**src/rtl/atm_auth_ctrl_pkg.sv**
```systemverilog
// Shared definitions for the ATM authenticator session controller:
// state encodings, error codes and the authenticator status levels.
package atm_auth_ctrl_pkg;

    typedef enum logic [2:0] {
        ST_IDLE     = 3'd0,
        ST_LOOKUP   = 3'd1,
        ST_WAIT_PIN = 3'd2,
        ST_CHECK    = 3'd3,
        ST_SESSION  = 3'd4
    } state_t;

    localparam logic [2:0] ERR_NONE      = 3'd0;
    localparam logic [2:0] ERR_NOT_FOUND = 3'd1;
    localparam logic [2:0] ERR_BAD_PIN   = 3'd2;
    localparam logic [2:0] ERR_LOCKED    = 3'd3;
    localparam logic [2:0] ERR_TIMEOUT   = 3'd4;

    // Active levels of the combinational authenticator's status outputs.
    localparam logic ACCOUNT_FOUND         = 1'b1;
    localparam logic ACCOUNT_AUTHENTICATED = 1'b1;

    // An index outside the lock table cannot name a real account.
    function automatic logic idx_in_range(input logic [3:0] idx, input int num_accs);
        return (int'({28'd0, idx}) < num_accs);
    endfunction

endpackage

```
**src/rtl/atm_auth_ctrl_lock_table.sv**
```systemverilog
// Per-account lockout bits: set by index, combinational read by index,
// synchronous clear. Out-of-range indices read as unlocked and never set.
module auth_lock_table #(
    parameter int NUM_ACCS = 10
) (
    input  logic       clk,
    input  logic       clr,
    input  logic       set_en,
    input  logic [3:0] set_idx,
    input  logic [3:0] rd_idx,
    output logic       rd_locked
);

    logic [NUM_ACCS-1:0] lock_vec;

    always_ff @(posedge clk) begin
        if (clr) begin
            lock_vec <= '0;
        end else if (set_en) begin
            for (int i = 0; i < NUM_ACCS; i++) begin
                if (set_idx == 4'(i)) lock_vec[i] <= 1'b1;
            end
        end
    end

    always_comb begin
        rd_locked = 1'b0;
        for (int i = 0; i < NUM_ACCS; i++) begin
            if (rd_idx == 4'(i)) rd_locked = lock_vec[i];
        end
    end

endmodule

```
**src/rtl/atm_auth_ctrl.sv**
```systemverilog
// Session controller sequencing the combinational account authenticator.
// Optional WAIT_PIN/SESSION inactivity timeout is enabled by defining AUTH_TIMEOUT_EN.
//
// state       | meaning
// ST_IDLE     | no card; wait for start
// ST_LOOKUP   | account number driven, sample found/index
// ST_WAIT_PIN | account valid and unlocked, wait for PIN strobe
// ST_CHECK    | PIN driven, sample authenticated
// ST_SESSION  | session granted until logout
module atm_auth_ctrl
    import atm_auth_ctrl_pkg::*;
#(
    parameter int MAX_TRIES   = 3,
    parameter int NUM_ACCS    = 10,
    parameter int TIMEOUT_CYC = 1000
) (
    input  logic        clk,
    input  logic        rst,
    input  logic        start,
    input  logic [3:0]  acc_num_in,
    input  logic [15:0] pin_in,
    input  logic        pin_valid,
    input  logic        logout,
    output logic [3:0]  auth_acc_num,
    output logic [15:0] auth_pin,
    input  logic        auth_found,
    input  logic        auth_ok,
    input  logic [3:0]  auth_index,
    output logic        session_active,
    output logic [3:0]  acc_index,
    output logic        busy,
    output logic        err_valid,
    output logic [2:0]  err_code,
    output logic [2:0]  tries_left
);

    state_t      state, state_nxt;
    logic [3:0]  idx, idx_nxt;
    logic [3:0]  acc_num_nxt;
    logic [15:0] pin_nxt;
    logic [2:0]  tries_nxt;
    logic [3:0]  acc_index_nxt;
    logic        err_valid_nxt;
    logic [2:0]  err_code_nxt;
    logic        lock_set;
    logic        acc_locked;
    logic        timeout_hit;

    auth_lock_table #(
        .NUM_ACCS (NUM_ACCS)
    ) u_lock_table (
        .clk       (clk),
        .clr       (rst),
        .set_en    (lock_set),
        .set_idx   (idx),
        .rd_idx    (auth_index),
        .rd_locked (acc_locked)
    );

`ifdef AUTH_TIMEOUT_EN
    // Down-counter reloaded on every state change; WAIT_PIN and SESSION
    // are the only states that act on its terminal count.
    logic [15:0] tmr;

    always_ff @(posedge clk) begin
        if (rst) begin
            tmr <= '0;
        end else if (state_nxt != state) begin
            tmr <= 16'(TIMEOUT_CYC - 1);
        end else if (tmr != 16'd0) begin
            tmr <= tmr - 16'd1;
        end
    end

    assign timeout_hit = (tmr == 16'd0);
`else
    assign timeout_hit = 1'b0;
`endif

    always_ff @(posedge clk) begin
        if (rst) begin
            state        <= ST_IDLE;
            auth_acc_num <= '0;
            auth_pin     <= '0;
            tries_left   <= 3'(MAX_TRIES);
            idx          <= '0;
            acc_index    <= '0;
            err_valid    <= 1'b0;
            err_code     <= ERR_NONE;
        end else begin
            state        <= state_nxt;
            auth_acc_num <= acc_num_nxt;
            auth_pin     <= pin_nxt;
            tries_left   <= tries_nxt;
            idx          <= idx_nxt;
            acc_index    <= acc_index_nxt;
            err_valid    <= err_valid_nxt;
            err_code     <= err_code_nxt;
        end
    end

    always_comb begin
        state_nxt     = state;
        acc_num_nxt   = auth_acc_num;
        pin_nxt       = auth_pin;
        tries_nxt     = tries_left;
        idx_nxt       = idx;
        acc_index_nxt = acc_index;
        err_valid_nxt = 1'b0;
        err_code_nxt  = ERR_NONE;
        lock_set      = 1'b0;

        case (state)
            ST_IDLE: begin
                if (start) begin
                    acc_num_nxt = acc_num_in;
                    pin_nxt     = '0;
                    tries_nxt   = 3'(MAX_TRIES);
                    state_nxt   = ST_LOOKUP;
                end
            end
            ST_LOOKUP: begin
                if (auth_found != ACCOUNT_FOUND || !idx_in_range(auth_index, NUM_ACCS)) begin
                    err_valid_nxt = 1'b1;
                    err_code_nxt  = ERR_NOT_FOUND;
                    state_nxt     = ST_IDLE;
                end else if (acc_locked) begin
                    err_valid_nxt = 1'b1;
                    err_code_nxt  = ERR_LOCKED;
                    state_nxt     = ST_IDLE;
                end else begin
                    idx_nxt   = auth_index;
                    state_nxt = ST_WAIT_PIN;
                end
            end
            ST_WAIT_PIN: begin
                if (pin_valid) begin
                    pin_nxt   = pin_in;
                    state_nxt = ST_CHECK;
                end else if (timeout_hit) begin
                    pin_nxt       = '0;
                    err_valid_nxt = 1'b1;
                    err_code_nxt  = ERR_TIMEOUT;
                    state_nxt     = ST_IDLE;
                end
            end
            ST_CHECK: begin
                if (auth_ok == ACCOUNT_AUTHENTICATED) begin
                    acc_index_nxt = idx;
                    state_nxt     = ST_SESSION;
                end else begin
                    tries_nxt     = tries_left - 3'd1;
                    err_valid_nxt = 1'b1;
                    // Last attempt consumed: locked outranks bad PIN.
                    if (tries_left == 3'd1) begin
                        lock_set     = 1'b1;
                        err_code_nxt = ERR_LOCKED;
                        state_nxt    = ST_IDLE;
                    end else begin
                        err_code_nxt = ERR_BAD_PIN;
                        state_nxt    = ST_WAIT_PIN;
                    end
                end
            end
            ST_SESSION: begin
                if (logout) begin
                    pin_nxt   = '0;
                    state_nxt = ST_IDLE;
                end else if (timeout_hit) begin
                    pin_nxt       = '0;
                    err_valid_nxt = 1'b1;
                    err_code_nxt  = ERR_TIMEOUT;
                    state_nxt     = ST_IDLE;
                end
            end
            default: begin
                state_nxt = ST_IDLE;
            end
        endcase
    end

    assign session_active = (state == ST_SESSION);
    assign busy           = (state != ST_IDLE) && (state != ST_SESSION);

endmodule

```
**config.mk**
```make
export PLATFORM = sky130hd
export DESIGN_NAME = atm_auth_ctrl
export DESIGN_NICKNAME = d
export VERILOG_FILES = /design/src/rtl/atm_auth_ctrl_pkg.sv /design/src/rtl/atm_auth_ctrl_lock_table.sv /design/src/rtl/atm_auth_ctrl.sv
export SDC_FILE = /design/constraint.sdc
export NUM_CORES = 1
export LEC_CHECK = 0
export CORE_UTILIZATION = 28
export DETAILED_ROUTE_END_ITERATION = 8
export GPL_ROUTABILITY_DRIVEN = 0
export PLACE_DENSITY_LB_ADDON = 0.2
export SYNTH_ARGS = -nofsm -noshare
export SYNTH_HDL_FRONTEND = slang
export SYNTH_SLANG_ARGS = --single-unit
```
**constraint.sdc**
```tcl
create_clock -name clk -period 2.3 [get_ports clk]
set_input_delay 0.23 -clock clk [delete_from_list [all_inputs] [get_ports clk]]
set_output_delay 0.23 -clock clk [all_outputs]
set_load 0.01 [all_outputs]
```
Word level (Yosys, flattened, before mapping)
Cells that the tools add are included.
{ "word_totals": {"reg_bits": 48, "in_bits": 31, "output_inout_bits": 33, "wordCells": 113} }
{ "op_classes": {"addsub": 1, "n_lt_le_gt_ge": 1, "eq_ne": 28, "n_mux": 37, "n_bitwise": 3, "reduce_logical": 25} }
{ "ops": {"columns": ["operator", "count"], "rows": [
  ["16-bit two-way mux", 3],
  ["16-bit case mux with 3 select lines", 1],
  ["4-bit by 3-bit == test with 1-bit output, second input constant", 8],
  ["2-bit AND reduction", 12],
  ["3-bit two-way mux", 6],
  ["1-bit two-way mux", 17],
  ["4-bit by 2-bit == test with 1-bit output, second input constant", 4],
  ["4-bit == test, second input constant", 4],
  ["3-bit case mux with 5 select lines", 1],
  ["2-bit two-way mux", 6],
  ["3-bit AND reduction", 3],
  ["4-bit by 1-bit == test with 1-bit output, second input constant", 2],
  ["4-bit zero test", 2],
  ["2-bit inequality test, second input constant", 4],
  ["3-bit by 1-bit == test with 1-bit output, second input constant", 2],
  ["3-bit by 2-bit == test with 1-bit output, second input constant", 2],
  ["3-bit case mux with 2 select lines", 1],
  ["3-bit nonzero test", 2],
  ["4-bit < comparator, second input constant", 1],
  ["2-bit case mux with 2 select lines", 1],
  ["4-bit AND reduction", 1],
  ["3-bit == test, second input constant", 1],
  ["3-bit zero test", 1],
  ["3-bit inequality test, second input constant", 1],
  ["other kinds (7)", 9]
]} }

Depth between registers and ports, before layout
{ "logic_depth": {"depth_word": 14, "depth_mapped": 6, "mapped_depth_nobuf": 6} }

Hierarchy
A second synthesis with hierarchy kept.
{ "hier_totals": {"cells_unflattened": 224, "area_unflattened_um2": 2055.7} }
{ "modules_own_cells": {"columns": ["mod", "instances", "cells_per_inst", "area_per_inst_um2", "seq_area_each_um2"], "rows": [
  ["atm_auth_ctrl", 1, 175, 1617.8, 740.7],
  ["auth_lock_table", 1, 49, 437.9, 200.2]
]} }

Worst setup path after synthesis
No wires, ideal clock.
{ "synth_path": {"path_kind": "register to register", "startpoint": "reg state[2]", "endpoint": "reg idx[0]", "setup_time_ns": 0.072, "arrival_ns": 1.330, "setup_slack_ns": 0.898, "path_stages_with_launch": 6, "path_buffers": 1, "path_cell_list": "dfxtp_1 > buf_2 > and2b_1 > nand2b_1 > a311oi_4 > mux2i_1"} }
{ "synth_between": {"elab_chain_len": 2} }
{ "synth_rtl": {"columns": ["item", "line", "rtl"], "rows": [
  ["start: declaration", "atm_auth_ctrl.sv:37", "state_t state, state_nxt;"],
  ["start signal: assignment", "atm_auth_ctrl.sv:91", "state <= state_nxt;"],
  ["3-bit by 1-bit == test with 1-bit output", "atm_auth_ctrl.sv:113", "case (state)"],
  ["3-bit AND reduction (no source line)", null, null],
  ["end signal: assignment", "atm_auth_ctrl.sv:95", "idx <= idx_nxt;"],
  ["end: declaration", "atm_auth_ctrl.sv:38", "logic [3:0] idx, idx_nxt;"]
]} }
No other way between the ends.
A chain may end at the register's enable or synchronous reset.

Final worst setup path
{ "layout_path": {"startpoint": "reg state[1]", "endpoint": "out session_active"} }
{ "layout_between": {"elab_chain_len": 1} }
{ "layout_rtl": {"columns": ["item", "line", "rtl"], "rows": [
  ["3-bit == test", "atm_auth_ctrl.sv:182", "assign session_active = (state == ST_SESSION);"],
  ["end: declaration", "atm_auth_ctrl.sv:29", "output logic session_active,"]
]} }
No other way between the ends.

==> impl_metrics.env <==
export IMPL_cts_path_max_buffers=2
export IMPL_fmax_mhz=495
export IMPL_ys_seq_area_share_pct=46.5
export IMPL_remaining_drc_errors=0
export IMPL_drt_iter0_markers=69
export IMPL_grt_pass1_vias=1629
export IMPL_avgSynthCellArea_um2=8.99
export IMPL_avgViaCountPerCell=4.57
export IMPL_wl_um=4890
export IMPL_yosysTopAreaCell="dfxtp_1"
export IMPL_antenna_found_initial=0
export IMPL_finalSetupTns_ns=0
export IMPL_ios=64
export IMPL_maxSlewHeadroom_pct=50.3
export IMPL_worstMarginPinSlew_ns=0.744
export IMPL_ys_types=40
export IMPL_setup_violations_final=0
export IMPL_root_buffer="clkbuf_8"
export IMPL_syn_nets=258
export IMPL_p_per_area_mw_per_mm2=536
export IMPL_period_share_pct=87.8
export IMPL_area_growth_pct=40.3
export IMPL_htree_levels=2
export IMPL_ys_flop_type="dfxtp_1"
export IMPL_path_clk_slew_ns=0.09
export IMPL_arrival_ns=1.79
export IMPL_hpwlAfterDp_um=3480
export IMPL_numCtsBuffers=5
export IMPL_hold_class="primary input to flop"
export IMPL_reg2reg_to="auth_pin[8]"
export IMPL_cts_sinks=47
export IMPL_hp_start="pin_in[5]"
export IMPL_wl_per_cell_um=12.7
export IMPL_synth_top_area_share_pct=46.5
export IMPL_gr_total_overflow=0
export IMPL_clock_latency_ns=0.30
export IMPL_yosys_register_bits=47
export IMPL_drv_slew=0
export IMPL_drtPass1Iterations=3
export IMPL_holdPathStages=3
export IMPL_syn_inst=225
export IMPL_cp_start_kind="flop"
export IMPL_postSynth_asyncResetShare_pct=0
export IMPL_holdWs_ns=0.473
export IMPL_synthTopCellsByCount="47 x dfxtp_1, 24 x a21oi_1, 24 x nor2_1, 20 x nand2_1, 18 x mux2i_1"
export IMPL_crit_required_ns=2.07
export IMPL_regToRegSetupSlack_ns=0.58
export IMPL_fin_nets=321
export IMPL_finalHoldViolCount=0
export IMPL_synthTopCellsByArea="dfxtp_1 47%, mux2i_1 8.9%, a21oi_1 5.9%"
export IMPL_irDropWorstVdd_uv=227
export IMPL_synthMostInstantiatedCell="dfxtp_1"
export IMPL_criticalPathCategory="flop to output pin"
export IMPL_hold_buffers=0
export IMPL_initial_core_util_pct=29.4
export IMPL_die_y_um=87.0
export IMPL_fin_util_pct=41.3
export IMPL_cts_tree="built"
export IMPL_reg2reg_from="state[1]"
export IMPL_vias=1756
export IMPL_leakage_nw=1.04
export IMPL_coreArea_mm2=0.00687
export IMPL_diodes=0
export IMPL_r2r_cells=4
export IMPL_period_needed_ns=2.02
export IMPL_die_area_mm2=0.00756
export IMPL_post_cts_buffers=0
export IMPL_drive_gt1_share_pct=6.94
export IMPL_die_x_um=87.0
export IMPL_crit_path_end_kind="output pin"
export IMPL_hold_path_endpoint="auth_pin[5]"
export IMPL_port_buffer_count=62
export IMPL_max_cap_violations=0
export IMPL_startpoint="state[1]"
export IMPL_ys_warnings_count=0
export IMPL_path_max_fanout=13
export IMPL_grtUsageTotal_pct=13.7
export IMPL_std_cell_rows=30
export IMPL_ant_nets=0
export IMPL_status="finished clean"
export IMPL_fin_skew_ns=0.00646
export IMPL_n_fill_cell=708
export IMPL_rsz0062_at_grt="no"
export IMPL_power_mw=1.52
export IMPL_post_cts_resize_count=0
export IMPL_grt_pass1_wl_um=8010
export IMPL_synthesis_area_mm2=0.00202
export IMPL_synth_edff_count=0
export IMPL_grt_start_max_net_pins=24
[metal layers]
metal  vias up  track usage (%)  share of wire, %
li1        903                -                 -
met2        36             19.8                43
met1       811             18.8                49
met5         -                0                 0
met3         6             4.36               6.4
met4         0             5.00               1.4
[worst max-delay path by stage]
| stage | cells past startpoint | slack (ns) | endpoint |
|---|---|---|---|
| 6_report | 3 | 0.28 | session_active |
| 5_1_grt | 3 | 0.17 | session_active |
| 3_5_place_dp | 5 | 0.18 | idx[2] |
| 3_3_place_gp | 5 | 0.26 | idx[2] |
| 2_1_floorplan | 5 | 0.90 | idx[0] |
| 4_1_cts | 3 | 0.27 | session_active |
[per-stage QoR]
step,cells,worst slack [ns],cell area (um^2)
final,384,0.282,2840
after global routing,384,0.174,2840
after CTS,384,0.273,2840
after detailed placement,377,0.184,2750
after global placement,377,0.258,2750
after floorplan,225,0.898,2020
[state kept, by name, indices dropped and copies added, names as in the netlist]
| name | flops |
|---|---|
| idx | 4 |
| state | 3 |
| auth_acc_num | 4 |
| auth_pin | 16 |
| err_code | 2 |
| tries_left | 3 |
| u_lock_table.lock_vec | 10 |
| err_valid | 1 |
| acc_index | 4 |
[placed cells by master, fill, tap and decap left out]
master           synthesis  final
clkdlybuf4s50_1          0     62
dfxtp_1                 47     47
nor2_1                  24     24
a21oi_1                 24     24
nand2_1                 20     20
mux2i_1                 18     18
o21ai_0                 17     17
nand2b_1                11     11
buf_4                    2      7
inv_1                    6      6
clkbuf_8                 0      6
nor2b_1                  4      4
nor4_1                   3      3
a31oi_1                  3      3
or2_2                    2      2
nand3b_1                 2      2
nor3_1                   2      2
o21ai_1                  2      2
nand3_1                  2      2
o21a_1                   2      2
nand4b_1                 2      2
a221oi_1                 2      2
a41oi_1                  2      2
ha_1                     2      2
nand4bb_1                1      1
and2b_1                  1      1
o221ai_2                 1      1
a32oi_1                  1      1
and4b_1                  1      1
nand4_1                  1      1
nor4b_4                  1      1
o211ai_1                 1      1
xnor2_1                  1      1
nor3_2                   1      1
and2_1                   1      1
a311oi_4                 1      1
xor2_1                   1      1
or3_1                    1      1
conb_1                   1      1
clkinv_2                 0      1
[area by class of cell]
class,count,area [um^2],share of cell area [%]
repair buffers,69,673,23.7
multi-input cells,159,992,35.0
inverters,6,22.5,0.794
clock inverters,1,5.00,0.176
well taps,96,120,4.23
flip-flops and latches,47,941,33.2
clock buffers,6,82.6,2.91
[worst max-delay path, cell delays in order, from the launching register on]
cell and delay, ns:
dfxtp_1 0.45, or2_2 0.36, nor2_1 0.11, clkdlybuf4s50_1 0.57
[cells by family after synthesis]
logic type / Yosys count / share of synthesized area [%]
muxes: 18 / 8.91
DFF: 47 / 46.5
adders and majority gates: 2 / 1.24
other: 1 / 0.185
xor gates and xnor gates: 2 / 0.866
and+or+nand+nor: 80 / 21.0
AOI/OAI and AO/OA: 56 / 16.9
buffers and inverters: 19 / 4.39
[power by group]
group / switching (mW) / internal, mW / total [mW]
clock network: 0.270 / 0.236 / 0.506
registers: 0.0113 / 0.825 / 0.836
logic: 0.0811 / 0.0971 / 0.178
Note: power is estimated with default switching activity, not from simulation.
